$ cat src/rtl/at24c02_seq.sv
// AT24C02 transaction sequencer: turns one byte-level request into the i2c_master
// command/data sequence for a page write or a random read, with write-cycle wait.
module at24c02_seq #(
    parameter logic [6:0] DEV_ADDR      = 7'h50,
    parameter int         PAGE_BYTES    = 8,
    parameter int         WR_CYCLE_CLKS = 250000
) (
    input  logic       clk,
    input  logic       rst,
    input  logic       req_valid,
    output logic       req_ready,
    input  logic       req_write,
    input  logic [7:0] req_addr,
    input  logic [2:0] req_len,
    input  logic [7:0] wr_tdata,
    input  logic       wr_tvalid,
    output logic       wr_tready,
    output logic [7:0] rd_tdata,
    output logic       rd_tvalid,
    input  logic       rd_tready,
    output logic       rd_tlast,
    output logic       done,
    output logic       err,
    output logic       busy,
    output logic [6:0] m_cmd_address,
    output logic       m_cmd_start,
    output logic       m_cmd_read,
    output logic       m_cmd_write,
    output logic       m_cmd_write_multiple,
    output logic       m_cmd_stop,
    output logic       m_cmd_valid,
    input  logic       m_cmd_ready,
    output logic [7:0] m_tdata,
    output logic       m_tvalid,
    input  logic       m_tready,
    output logic       m_tlast,
    input  logic [7:0] s_tdata,
    input  logic       s_tvalid,
    output logic       s_tready,
    input  logic       s_tlast,
    input  logic       missed_ack
);
    localparam int CW = (WR_CYCLE_CLKS > 1) ? $clog2(WR_CYCLE_CLKS) : 1;
    localparam logic [CW-1:0] WAIT_INIT = CW'(WR_CYCLE_CLKS - 1);

    typedef enum logic [3:0] {
        IDLE, WR_CMD, WR_ADDR, WR_DATA, WR_WAIT, RD_CMD_A, RD_ADDR, RD_CMD_R, FIN
    } state_t;

    state_t state, state_n;
    logic          wr_q, nack_q, rej_q, iss_done_q, rx_done_q;
    logic [7:0]    addr_q;
    logic [2:0]    len_q, cnt_q, rx_q;
    logic [CW-1:0] wait_q;
    logic          page_bad, rd_path, iss_fin, rx_fin;

    // i2c_master's tlast on the read stream carries nothing we need
    logic unused_s_tlast;
    assign unused_s_tlast = s_tlast;

    assign m_cmd_address = DEV_ADDR;
    assign page_bad = ({2'b00, req_addr[2:0]} + {2'b00, req_len} + 5'd1) > 5'(PAGE_BYTES);
    assign rd_path  = (state == RD_CMD_A) || (state == RD_ADDR) || (state == RD_CMD_R);
    assign iss_fin  = iss_done_q || (m_cmd_ready && cnt_q == len_q);
    assign rx_fin   = rx_done_q || (s_tvalid && rd_tready && rx_q == len_q);

    always_ff @(posedge clk) begin
        if (rst) begin
            state      <= IDLE;
            wr_q       <= 1'b0;
            addr_q     <= '0;
            len_q      <= '0;
            nack_q     <= 1'b0;
            rej_q      <= 1'b0;
            cnt_q      <= '0;
            rx_q       <= '0;
            iss_done_q <= 1'b0;
            rx_done_q  <= 1'b0;
            wait_q     <= '0;
        end else begin
            state <= state_n;
            if (state != IDLE && missed_ack) nack_q <= 1'b1;
            if (state == IDLE && req_valid) begin
                wr_q       <= req_write;
                addr_q     <= req_addr;
                len_q      <= req_len;
                nack_q     <= 1'b0;
                rej_q      <= req_write && page_bad;
                cnt_q      <= '0;
                rx_q       <= '0;
                iss_done_q <= 1'b0;
                rx_done_q  <= 1'b0;
            end
            if (state == WR_DATA && wr_tvalid && m_tready) cnt_q <= cnt_q + 3'd1;
            // counters stop at len and raise a done flag, so len=7 never wraps
            if (state == RD_CMD_R && !iss_done_q && m_cmd_ready) begin
                if (cnt_q == len_q) iss_done_q <= 1'b1;
                else                cnt_q      <= cnt_q + 3'd1;
            end
            if (s_tvalid && s_tready && !rx_done_q) begin
                if (rx_q == len_q) rx_done_q <= 1'b1;
                else               rx_q      <= rx_q + 3'd1;
            end
            if (state == WR_DATA)      wait_q <= WAIT_INIT;
            else if (state == WR_WAIT) wait_q <= wait_q - 1'b1;
        end
    end

    always_comb begin
        state_n              = state;
        req_ready            = 1'b0;
        wr_tready            = 1'b0;
        rd_tdata             = '0;
        rd_tvalid            = 1'b0;
        rd_tlast             = 1'b0;
        s_tready             = 1'b0;
        m_cmd_start          = 1'b0;
        m_cmd_read           = 1'b0;
        m_cmd_write          = 1'b0;
        m_cmd_write_multiple = 1'b0;
        m_cmd_stop           = 1'b0;
        m_cmd_valid          = 1'b0;
        m_tdata              = '0;
        m_tvalid             = 1'b0;
        m_tlast              = 1'b0;
        done                 = 1'b0;
        err                  = 1'b0;
        busy                 = (state != IDLE);
        if (rd_path) begin
            s_tready  = rd_tready;
            rd_tdata  = s_tdata;
            rd_tvalid = s_tvalid;
            rd_tlast  = (rx_q == len_q);
        end
        case (state)
            IDLE: begin
                req_ready = 1'b1;
                if (req_valid)
                    state_n = !req_write ? RD_CMD_A : (page_bad ? FIN : WR_CMD);
            end
            WR_CMD: begin
                m_cmd_valid          = 1'b1;
                m_cmd_start          = 1'b1;
                m_cmd_write_multiple = 1'b1;
                m_cmd_stop           = 1'b1;
                if (m_cmd_ready) state_n = WR_ADDR;
            end
            WR_ADDR: begin
                m_tdata  = addr_q;
                m_tvalid = 1'b1;
                if (m_tready) state_n = WR_DATA;
            end
            WR_DATA: begin
                m_tdata   = wr_tdata;
                m_tvalid  = wr_tvalid;
                wr_tready = m_tready;
                m_tlast   = (cnt_q == len_q);
                // a NACKed write never started an internal cycle, so skip the wait
                if (wr_tvalid && m_tready && cnt_q == len_q)
                    state_n = (nack_q || missed_ack) ? FIN : WR_WAIT;
            end
            WR_WAIT: if (wait_q == '0) state_n = FIN;
            RD_CMD_A: begin
                m_cmd_valid          = 1'b1;
                m_cmd_start          = 1'b1;
                m_cmd_write_multiple = 1'b1;
                if (m_cmd_ready) state_n = RD_ADDR;
            end
            RD_ADDR: begin
                m_tdata  = addr_q;
                m_tvalid = 1'b1;
                m_tlast  = 1'b1;
                if (m_tready) state_n = RD_CMD_R;
            end
            RD_CMD_R: begin
                m_cmd_valid = !iss_done_q;
                m_cmd_read  = 1'b1;
                m_cmd_start = (cnt_q == 3'd0);
                m_cmd_stop  = (cnt_q == len_q);
                if (iss_fin && rx_fin) state_n = FIN;
            end
            FIN: begin
                done    = 1'b1;
                err     = nack_q || rej_q;
                state_n = IDLE;
            end
            default: state_n = IDLE;
        endcase
    end
endmodule

$ cat config.mk
export PLATFORM = sky130hd
export DESIGN_NAME = at24c02_seq
export DESIGN_NICKNAME = d
export VERILOG_FILES = /design/src/rtl/at24c02_seq.sv
export SDC_FILE = /design/constraint.sdc
export NUM_CORES = 1
export LEC_CHECK = 0
export CAP_MARGIN = 15
export CORE_ASPECT_RATIO = 1.25
export CORE_UTILIZATION = 51
export CTS_CLUSTER_DIAMETER = 80
export DETAILED_ROUTE_END_ITERATION = 10
export MAX_ROUTING_LAYER = met4
export PLACE_DENSITY = 0.91
export SYNTH_ARGS = -nofsm -noshare
export SYNTH_HDL_FRONTEND = slang
export SYNTH_SLANG_ARGS = --single-unit
$ cat constraint.sdc
create_clock -name clk -period 7.09 [get_ports clk]
set_clock_uncertainty 0.2 [all_clocks]
set_input_delay 1.418 -clock clk [delete_from_list [all_inputs] [get_ports clk]]
set_output_delay 1.418 -clock clk [all_outputs]
set_load 0.02 [all_outputs]
# Word level (Yosys, flattened, before mapping)
# Cells that the tools add are included.
[word_totals] register_bits=43 elab_cells=111 output_inout_bits=39 in_bits=38
[op_classes] mux=43 n_eq_ne=18 n_reduce_logical=33 n_addsub=5 order_cmp=1
[op_table] cell="$mux W4" count=11
[op_table] cell="$mux W18" count=2
[op_table] cell="$pmux W4 S8" count=1
[op_table] cell="$mux W3" count=7
[op_table] cell="$logic_not A18 Y1" count=1
[op_table] cell="$sub A18 B1 Y18 const B" count=1
[op_table] cell="$eq A4 B3 Y1 const B" count=4
[op_table] cell="$pmux W8 S2" count=1
[op_table] cell="$logic_and A1 B1 Y1" count=15
[op_table] cell="$mux W1" count=15
[op_table] cell="$ne A2 B2 Y1 const B" count=5
[op_table] cell="$pmux W1 S2" count=5
[op_table] cell="$eq A4 B2 Y1 const B" count=2
[op_table] cell="$mux W8" count=1
[op_table] cell="$reduce_and A8 Y1" count=1
[op_table] cell="$reduce_or A2 Y1" count=4
[op_table] cell="$add A3 B1 Y3 const B" count=2
[op_table] cell="$eq A3 B3 Y1" count=2
[op_table] cell="$logic_or A1 B1 Y1" count=6
[op_table] cell="$ne A2 B1 Y1 const B" count=3
[op_table] cell="$add A4 B1 Y5 const B" count=1
[op_table] cell="$gt A5 B4 Y1 const B" count=1
[op_table] cell="$add A3 B3 Y4" count=1
[op_table] cell="$eq A4 B1 Y1 const B" count=1
[op_table] cell="6 further kinds" count=7

# Depth between registers and ports, before layout
# Gate-level depths: netlist of the first run.
[logic_depth] ltp_word=7 mapped_depth=9 depth_no_buf=8

# Least setup slack after synthesis of the first run
# No wires, ideal clock.
[synth_path] kind="input to output" startpoint="in wr_tdata[0]" endpoint="out m_tdata[0]" slack_ps=3791 path_stages=1 arrival_ps=1681 cell_sequence="a22o_1"
[synth_between] elab_chain_len=1
[synth_rtl] element="from (decl)" line_no="15" rtl="input logic [7:0] wr_tdata,"
[synth_rtl] element="$pmux W8 S2" line_no="135" rtl="case (state)"
[synth_rtl] element="to (decl)" line_no="33" rtl="output logic [7:0] m_tdata,"
# No other way between the ends.

# Worst setup path in the final report of the first run
[layout_path] startpoint="reg state[0]" endpoint="out m_tdata[2]"
[layout_between] elab_chain_len=3 elab_cells_between_ends=5 cone_classes="eq/ne: 3; mux: 1; reduce/logical: 1"
[layout_rtl] element="from (decl)" line_no="50" rtl="state_t state, state_n;"
[layout_rtl] element="from (signal assigned)" line_no="81" rtl="state <= state_n;"
[layout_rtl] element="$eq A4 B3 Y1 / $eq A4 B2 Y1 (equally long branches)" line_no="135"
[layout_rtl] element="$reduce_or A2 Y1 (no source line)"
[layout_rtl] element="$pmux W8 S2 *" line_no="135"
# Every way passes the cells marked *; elsewhere a longest branch is shown, timed or not.

==> impl_results.md, run 1 <==
- Resized Gates After CTS: 0
- Nets@finish: 423
- Final Util: 0.688
- Largest net degree at the start of global routing: 36
- Slowest cell delay on critical path: 0.62 ns
- Core Rows: 28
- Reg power frac: 0.351
- Yosys Warn Count: 0
- Post-CTS Setup Bufs: 0
- Total CTS buffers: 5
- Vias in the first global route: 2241
- Drt initial violations: 119
- CTS tree: yes
- Crit-path slowest cell: dfxtp_1
- DPL Wire Length: 4.50 mm
- Slew @ Worst Pin: 0.880 ns
- NetSw: 0.000495 W
- Peak supply drop: 0.208 mV
- Run status: completed
- Leak: 1.28 nW
- Final cycle utilization of the critical path: 0.623
- Hold-fix buffers at CTS: 0
- Pins Over Slew Limit: 0
- CTS root buffer: clkbuf_8
- Arr. time, crit path: 2.80 ns
- Buffers added on ports: 67
- Worst endpoint required time: 5.47 ns
- Peak Freq: 0.227 GHz
- Synthesized flop and latch total: 43
- Crit path launch type: flip-flop
- DIE HEIGHT: 80.7 um
- Mean area per synthesized cell: 7.97 um2
- CTS clk-pin slew, worst paths: 0.09 ns
- Diode count: 0
- GRT Total Usage: 0.253
- Net Sw Frac: 0.442
- Max Cap Viol: 0
- Overall power: 0.00112 W
- Final Non-Filler Cells: 437
- Final Setup Violations: 0
- First-pass GRT wire length: 10.1 mm
- Gr busiest metal: met2
- Synth-to-Final Area Change: 29.7%
- Chip width: 65.0 um
- Worst skew pair latency: 0.31 ns
- Vias per inst: 5.40
- Cell repeated most along the worst path: nor2b_1
- Fin crit period: 4.41 ns
- Clock tree buffer depth: 2
- Wire length per cell: 13.8 um
- Hold Startpoint: addr_q[4]
- Internal power: 0.000626 W
- Worst Setup End Kind: output port
- R2r startpoint: state[0]
- Buf/Inv on CP: 2
- Critical Path Source: state[0]
- Post-route setup TNS: 0 ns
- Die area: 0.00524 mm2
- Routed Wire Length: 6.03 mm
- Worst hold-check path type: reg -> reg
- Final hold viol count: 0
- Seq/Total Area, Yosys: 0.341
- Power Dens Cells: 342 mW/mm2
- Number of synthesized flops with an enable pin: 0
- Met1 global-route usage: 0.288
- Starting Density: 0.530
- Ys async rst share: 0
- 1st-pass router iterations: 5
- Most frequently used flop master after synthesis: dfxtp_1
- Met3 Use GR: 0.0384
- Synth Cell Area: 0.00253 mm2
- Logic pwr share: 0.503
- Placed cell count: 429
- Mapped Cells: 317
- Worst-path maximum fanout: 15
- Post-route ant nets: 0
- Worst rel slew slack: 0.408
- Critical path type: reg -> out
- Clock sink total: 43
- Clk network pwr share: 0.146
- Core area: 0.00476 mm2
- # IOs: 77
- Initial antenna violation count: 0
- GR Overflow Total: 0
- Met2 GRT Util: 0.444
- Clock H-tree levels: 2
- CP top delay family: buffers and inverters
- Post-synthesis cell type count: 48
- Crit-path cells: nor2b_1 > nor2b_1 > buf_4 > a22o_1 > clkdlybuf4s50_1
- Ratio of cells with drive above 1 in the final layout: 0.0504
- RSZ-0062 raised after global routing: false
- Routability Congestion: 0.851
- DR vias: 2360
- Drc violations: 0
==> cell families after synthesis <==
family          share of synthesized area
flops                               0.341
buf+inv                            0.0753
other cells                       0.00297
fa+ha+maj                          0.0476
xor+xnor                           0.0693
simple gates                        0.285
compound gates                      0.158
mux                                0.0213
==> power groups by stage <==
stage	registers (W)	clock network (W)	logic, W
5_1_grt	0.000402	0.000172	0.000628
2_1_floorplan	0.000371	0	0.000428
4_1_cts	0.000392	0.000163	0.000563
6_report	0.000394	0.000164	0.000564
3_3_place_gp	0.000392	0	0.000543
3_5_place_dp	0.000397	0	0.000560
==> cell type report <==
type | count | area [um2]
well taps | 60 | 75.1
repair buffers | 69 | 686
inverters | 17 | 63.8
clock inverters | 3 | 23.8
fillers | 390 | 1490
multi-input cells | 240 | 1500
flip-flops and latches | 43 | 861
clock buffers | 5 | 68.8
==> path summary, 6_finish.rpt <==
| path | slack (ns) | cells after the start | end |
|---|---|---|---|
| hold reg to reg | 0.26 | 2 | addr_q[4] |
| setup / recovery | 2.68 | 5 | m_tdata[2] |
| hold / removal | 0.26 | 2 | addr_q[4] |
| setup reg to reg | 4.36 | 6 | state[2] |
==> routing by layer <==
layer,vias up,wire length [um]
met1,1093,2460
met2,65,3200
met4,0,130
met5,-,0
li1,1192,-
met3,10,241
==> worst register-to-register path, cell delays in order, from the launching register on <==
cell and delay [ns]:
dfxtp_1 0.62, nor2b_1 0.30, nor2b_1 0.52, buf_4 0.28, a221oi_1 0.14, nand3_1 0.21, mux2_2 0.36
==> synthesized netlist by cell type, types with 4 or more instances <==
master / n / area [um2]
inv_1: 17 / 63.8
or3_1: 6 / 37.5
a21oi_1: 27 / 135
nor3_1: 8 / 40.0
nor2_1: 27 / 101
buf_4: 8 / 60.1
dfxtp_1: 43 / 861
nor4_1: 8 / 50.1
clkbuf_1: 12 / 45.0
nand2b_1: 8 / 50.1
nand2_1: 37 / 139
ha_1: 8 / 100
nand3_1: 8 / 40.0
xor2_1: 7 / 61.3
xnor2_1: 13 / 114
o21ai_0: 8 / 40.0
and2_1: 15 / 93.8
a22o_1: 8 / 70.1
a22oi_1: 4 / 30.0
==> state kept, by name, indices dropped and copies added, names as in the netlist <==
name and cells:
len_q 3, state 4, rx_done_q 1, addr_q 8
wait_q 18, cnt_q 3, nack_q 1, rej_q 1
iss_done_q 1, rx_q 3
==> stage by stage <==
| stage | hold WS [ns] | area (um2) | worst slack [ns] |
|---|---|---|---|
| floorplan | 0.236 | 2550 | 3.79 |
| global placement | 0.246 | 3180 | 2.82 |
| detailed placement | 0.247 | 3180 | 2.81 |
| CTS | 0.260 | 3280 | 2.73 |
| global route | 0.278 | 3280 | 2.59 |
| finish | 0.257 | 3280 | 2.68 |
==> placed cells by master (no fill, tap or decap), types with 8 or more instances in the layout <==
master and instances:
o21ai_0 8, a22o_1 8, ha_1 8, nor2_1 27
nand2_1 37, dfxtp_1 43, nand3_1 8, conb_1 8
clkdlybuf4s50_1 67, nor4_1 8, a21oi_1 27, nor3_1 8
and2_1 15, nand2b_1 8, xnor2_1 13, inv_1 17
No activity file was read; power rests on OpenSTA's default activity.
==> run 2: changes to the inputs <==
--- a/config.mk
+++ b/config.mk
@@ -7,11 +7,11 @@
 export LEC_CHECK = 0
 export CAP_MARGIN = 15
 export CORE_ASPECT_RATIO = 1.25
-export CORE_UTILIZATION = 51
+export CORE_UTILIZATION = 43
 export CTS_CLUSTER_DIAMETER = 80
 export DETAILED_ROUTE_END_ITERATION = 10
 export MAX_ROUTING_LAYER = met4
-export PLACE_DENSITY = 0.91
+export PLACE_DENSITY = 0.82
 export SYNTH_ARGS = -nofsm -noshare
 export SYNTH_HDL_FRONTEND = slang
 export SYNTH_SLANG_ARGS = --single-unit
==> constraint.sdc (replaced) <==
create_clock -name clk -period 3.6 [get_ports clk]
set_clock_uncertainty 0.2 [all_clocks]
set_input_delay 0.72 -clock clk [delete_from_list [all_inputs] [get_ports clk]]
set_output_delay 0.72 -clock clk [all_outputs]
set_load 0.02 [all_outputs]
==> run 2 against run 1 <==
Effect of this change: critical path depth is the same; sequential power is 97% higher; via count increased by 0.64%; global-route usage is 4.2 points lower; first-iteration DRC count rose by 20%; non-clock buffer count increased by 1; cell area grew 0.15%; power is 96% higher; clock power is 85% higher; worst hold slack better by 0.0016 ns; flip-flop and latch count did not move; wire length grew 3.5%; critical path type unchanged; largest cell class unchanged; largest power group unchanged.
==> impl_results.md, run 2 (synthesis gave the netlist of run 1 again) <==
- RSZ-0062 raised after global routing: false
- Post-route cell area: 0.00328 mm2 (+0.15%)
- Buffers added on ports: 67 (unchanged)
- Most frequent cells in the layout: clkdlybuf4s50_1, dfxtp_1, nand2_1
- Final Non-Filler Cells: 442 (+1.1%)
- Initial antenna violation count: 0 (unchanged)
- Leading cell type in the layout, fill and taps excluded: clkdlybuf4s50_1
- Chip width: 70.6 um (+8.6%)
- Worst skew pair latency: 0.30 ns (about the same)
- Routed Wire Length: 6.24 mm (+3.5%)
- Worst hold-check path type: reg -> reg
- # IOs: 77 (unchanged)
- Resized Gates After CTS: 0 (unchanged)
- Ratio of cells with drive above 1 in the final layout: 0.0503 (-0.000133)
- Final cycle utilization of the critical path: 0.907
- Arr. time, crit path: 2.35 ns (-0.45 ns)
- Pins Over Slew Limit: 0 (unchanged)
- First-pass GRT wire length: 10.1 mm (-0.34%)
- FF+latch area: 861 um2 (unchanged)
- Wire length per cell: 14.1 um (+2.3%)
- Worst rel slew slack: 0.423 (+0.0153)
- Drt initial violations: 143 (+20%)
- Clock H-tree levels: 2 (unchanged)
- Vias in the first global route: 2228 (-0.58%)
- Power Dens Cells: 670 mW/mm2 (+96%)
- Placed cell count: 434 (+1.2%)
- Final Setup Violations: 0 (unchanged)
- Flop2flop setup slack: 0.95 ns (-3.41 ns)
- Fillers: 501 (+28%)
- Synth-to-Final Area Change: 29.9%
- Worst Setup End Kind: output port
- Pre-CTS setup slack: 0.618 ns (-2.20 ns)
- 1st-pass router iterations: 4 (-1)
- Max Cap Viol: 0 (unchanged)
- Routability Congestion: 0.886 (+4.1%)
- Worst-path maximum fanout: 15 (unchanged)
- Peak supply drop: 0.408 mV (+96%)
- Clock sink total: 43 (unchanged)
- Largest regs: wait_q x18, addr_q x8, state x4
- DIE HEIGHT: 87.7 um (+8.7%)
- Area occupied by multi-input gates: 0.00150 mm2 (unchanged)
- GR Overflow Total: 0 (unchanged)
- Max reg flops: 18 (unchanged)
- Top reg by flops: wait_q
- Leak: 1.28 nW (+0.45%)
- Critical path type: reg -> out
- Drc violations: 0 (unchanged)
- Largest net degree at the start of global routing: 31 (-14%)
- DPL Wire Length: 4.69 mm (+4.2%)
- GRT Total Usage: 0.211 (-0.0417)
- DR vias: 2375 (+0.64%)
- Crit path launch type: flip-flop
- Post-route setup TNS: 0 ns (unchanged)
- Peak Freq: 0.306 GHz
- CTS root buffer: clkbuf_8
- Core area: 0.00556 mm2 (+17%)
- Worst endpoint required time: 2.68 ns (-2.79 ns)
- Total CTS buffers: 5 (unchanged)
- CTS tree: yes
- Starting Density: 0.455 (-0.0755)
- Core Rows: 30 (+7.1%)
- Fin crit period: 3.27 ns
- Diode count: 0 (unchanged)
- Hold-fix buffers at CTS: 0 (unchanged)
- Final hold viol count: 0 (unchanged)
- CTS clk-pin slew, worst paths: 0.08 ns (about the same)
- Worst setup margin: 0.333 ns (-2.34 ns)
- Post-route ant nets: 0 (unchanged)
- Slew @ Worst Pin: 0.857 ns (-0.0228 ns)
- Placed Area: 0.00320 mm2 (+0.39%)
- Die area: 0.00619 mm2 (+18%)
- Nets@finish: 424 (+0.24%)
- Post-CTS Setup Bufs: 0 (unchanged)
- Overall power: 0.00220 W (+96%)
- Vias per inst: 5.37 (-0.50%)
- Clock tree buffer depth: 2 (unchanged)
- Run status: completed
run 2: cell count changes in the layout (fill, tap and decap cells not counted):
cell        previous run  this run
clkinvlp_4             2         1
inv_6                  1         0
clkbuf_1               0         1
buf_4                  2         3
clkinv_2               0         1
run 2: layout make-up:
type	instances	area share
tap	64	0.0244
sequential	43	0.262
multi-input combinational	240	0.457
inverter	17	0.0195
timing repair buffer	70	0.211
clock inverter	2	0.00381
clock buffer	6	0.0221
run 2: through the flow:
step / utilization / hold slack (ns)
floorplan: - / 0.236
global placement: 0.575 / 0.246
detailed placement: 0.575 / 0.249
CTS: 0.591 / 0.261
global route: 0.591 / 0.285
finish: 0.591 / 0.259
run 2: final timing paths:
check                    end       from  cells after the start
setup / recovery  m_tdata[0]   state[0]                      5
hold / removal     addr_q[7]  addr_q[7]                      2
setup reg to reg  wait_q[17]   state[0]                      5
hold reg to reg    addr_q[7]  addr_q[7]                      2
run 2: routing by layer:
layer  up-vias  wire, um  track usage
li1       1189         -            -
met1      1113      2560        0.233
met5         -         0            -
met4         0       125       0.0800
met2        60      3310        0.380
met3        13       246       0.0403
run 2: where the power goes:
group | leakage, nW | total (W) | switching, W | internal, W
logic | 0.893 | 0.00112 | 0.000643 | 0.000477
clock network | 0.0412 | 0.000304 | 0.000169 | 0.000136
registers | 0.350 | 0.000775 | 0.000156 | 0.000620
total | 1.28 | 0.00220 | 0.000967 | 0.00123
run 2: critical path, cell delays in order, from the launching register on:
cell	delay (ns)
dfxtp_1	0.61
nor2b_1	0.27
nor2b_1	0.17
buf_4	0.22
a22o_1	0.17
clkdlybuf4s50_1	0.60
==> run 3: changes to the inputs <==
--- a/config.mk
+++ b/config.mk
@@ -7,11 +7,13 @@
 export LEC_CHECK = 0
 export CAP_MARGIN = 15
 export CORE_ASPECT_RATIO = 1.25
-export CORE_UTILIZATION = 43
+export CORE_UTILIZATION = 44
+export CTS_BUF_LIST = sky130_fd_sc_hd__clkbuf_4
 export CTS_CLUSTER_DIAMETER = 80
 export DETAILED_ROUTE_END_ITERATION = 10
 export MAX_ROUTING_LAYER = met4
-export PLACE_DENSITY = 0.82
+export PLACE_DENSITY = 0.84
 export SYNTH_ARGS = -nofsm -noshare
 export SYNTH_HDL_FRONTEND = slang
 export SYNTH_SLANG_ARGS = --single-unit
+export TNS_END_PERCENT = 50
==> run 3 against run 2 <==
Effect of this change: die area shrank 2.2%; critical endpoint is now m_tdata[1]; flip-flop and latch count is the same; core utilization grew 1.2 points; largest cell class unchanged; sequential share of layout area shrank 0.16 points; critical path type unchanged; via count grew 0.88%; wire length shrank 3.3%; sequential power is essentially flat.
==> impl_results.md, run 3 (synthesis gave the netlist of run 1 again) <==
- Run status: completed
- Arr. time, crit path: 2.38 ns (+0.03 ns)
- DR vias: 2396 (+0.88%)
- Worst rel slew slack: 0.430 (+0.00705)
- Final hold viol count: 0 (unchanged)
- Crit-path cells: nor2b_1 > nor2b_1 > buf_4 > a22o_1 > clkdlybuf4s50_1
- Diode count: 0 (unchanged)
- GR Overflow Total: 0 (unchanged)
- Fillers: 504 (+0.60%)
- Placed Area: 0.00320 mm2 (unchanged)
- Buffers added on ports: 67 (unchanged)
- Die area: 0.00605 mm2 (-2.2%)
- CTS root buffer: clkbuf_4
- GRT Total Usage: 0.212 (about the same)
- Total CTS buffers: 5 (unchanged)
- Cell repeated most along the worst path: nor2b_1
- Crit path launch type: flip-flop
- Crit-path slowest cell: dfxtp_1
- Nets@finish: 424 (unchanged)
- Max Cap Viol: 0 (unchanged)
- Worst Setup End Kind: output port
- Routed Wire Length: 6.04 mm (-3.3%)
- Top reg by flops: wait_q
- Hold-fix buffers at CTS: 0 (unchanged)
- Post-route setup TNS: 0 ns (unchanged)
- Final Setup Violations: 0 (unchanged)
- 1st-pass router iterations: 4 (unchanged)
- Drt initial violations: 101 (-29%)
- Worst endpoint required time: 2.68 ns (about the same)
- Largest net degree at the start of global routing: 25 (-19%)
- Clk network pwr share: 0.168 (+0.030)
- First-pass GRT wire length: 10.1 mm (-0.14%)
- Vias in the first global route: 2311 (+3.7%)
- Final cycle utilization of the critical path: 0.917 (+0.00989)
- Worst-path maximum fanout: 15 (unchanged)
- Core Rows: 30 (unchanged)
- DIE HEIGHT: 86.7 um (-1.1%)
- Largest regs: wait_q x18, addr_q x8, state x4
- Slowest cell delay on critical path: 0.62 ns (about the same)
- Synth-to-Final Area Change: 30.7%
- Vias per inst: 5.42 (+0.88%)
- Pins Over Slew Limit: 0 (unchanged)
- RSZ-0062 raised after global routing: false
- Most frequent cells in the layout: clkdlybuf4s50_1, dfxtp_1, nand2_1
- Resized Gates After CTS: 0 (unchanged)
- Worst skew pair latency: 0.36 ns (+0.06 ns)
- Post-CTS Setup Bufs: 0 (unchanged)
- Drc violations: 0 (unchanged)
- Fin crit period: 3.30 ns (+0.0356 ns)
- Buf/Inv on CP: 2 (unchanged)
- Post-route cell area: 0.00330 mm2 (+0.61%)
- Max reg flops: 18 (unchanged)
- Slew @ Worst Pin: 0.847 ns (-0.0105 ns)
- Core area: 0.00548 mm2 (-1.4%)
- Leak: 1.30 nW (+1.1%)
- Reg power frac: 0.341 (-0.011)
- Clock H-tree levels: 2 (unchanged)
- Routability Congestion: 0.786 (-11%)
- CP top delay family: buffers and inverters
- CTS clk-pin slew, worst paths: 0.13 ns (+0.05 ns)
- Worst hold-check path type: reg -> reg
- Ratio of cells with drive above 1 in the final layout: 0.0529 (+0.00265)
- Starting Density: 0.461 (+0.00623)
- Peak Freq: 0.303 GHz (-1.1%)
- Internal power: 0.00132 W (+7.0%)
- DPL Wire Length: 4.51 mm (-3.9%)
- Logic pwr share: 0.490 (-0.019)
- Clock tree buffer depth: 2 (unchanged)
- CTS tree: yes
- Post-route ant nets: 0 (unchanged)
- Clock sink total: 43 (unchanged)
- Peak supply drop: 0.356 mV (-13%)
- Chip width: 69.8 um (-1.1%)
- Final Util: 0.602 (+0.0117)
- Leading cell type in the layout, fill and taps excluded: clkdlybuf4s50_1
- Initial antenna violation count: 0 (unchanged)
- Wire length per cell: 13.7 um (-3.3%)
- # IOs: 77 (unchanged)
- Power Dens Cells: 687 mW/mm2 (+2.5%)
- Critical path type: reg -> out
- Net Sw Frac: 0.419 (-0.0212)
- NetSw: 0.000949 W (-1.8%)
==> run 3: path summary, 6_finish.rpt <==
| path | start | to | slack, ns | cells after the start |
|---|---|---|---|---|
| worst max-delay path | state[0] | m_tdata[1] | 0.30 | 5 |
| worst min-delay path | addr_q[4] | addr_q[4] | 0.27 | 2 |
| worst max register to register | state[0] | rx_q[1] | 0.94 | 6 |
| worst min register to register | addr_q[4] | addr_q[4] | 0.27 | 2 |
==> run 3: power by group through the flow <==
| stage | logic [W] | clock network [W] | registers, W |
|---|---|---|---|
| 5_1_grt | 0.00123 | 0.000409 | 0.000799 |
| 3_3_place_gp | 0.00108 | 0 | 0.000773 |
| 4_1_cts | 0.00111 | 0.000389 | 0.000772 |
| 2_1_floorplan | 0.000842 | 0 | 0.000731 |
| 3_5_place_dp | 0.00110 | 0 | 0.000782 |
| 6_report | 0.00111 | 0.000382 | 0.000774 |
==> run 3: final cells by class <==
class,count,area (um2),area share
repair buffers,70,693,0.210
inverters,17,63.8,0.0193
multi-input cells,240,1500,0.454
flip-flops and latches,43,861,0.261
clock buffers,6,45.0,0.0136
well taps,64,80.1,0.0243
clock inverters,2,60.1,0.0182
==> run 3: metal layers <==
layer  global-route usage  wire [um]
met1                0.232       2500
met2                0.375       3190
met3               0.0384        195
met4               0.0927        145
met5                    -          0
==> run 3: through the flow <==
stage | cells | hold slack (ns) | setup slack [ns] | power (W)
detailed placement | 434 | 0.253 | 0.598 | 0.00188
floorplan | 323 | 0.236 | 1.04 | 0.00157
finish | 442 | 0.267 | 0.298 | 0.00227
global route | 442 | 0.285 | 0.114 | 0.00244
global placement | 434 | 0.243 | 0.650 | 0.00185
CTS | 442 | 0.271 | 0.311 | 0.00227
==> run 3: worst min-delay path, delay by kind of cell (launching register included) <==
| family | cells | cell delay, ns |
|---|---|---|
| AO/OA/AOI/OAI | 1 | 0.05 |
| AND/OR/NAND/NOR | 1 | 0.05 |
| flip-flops | 1 | 0.33 |
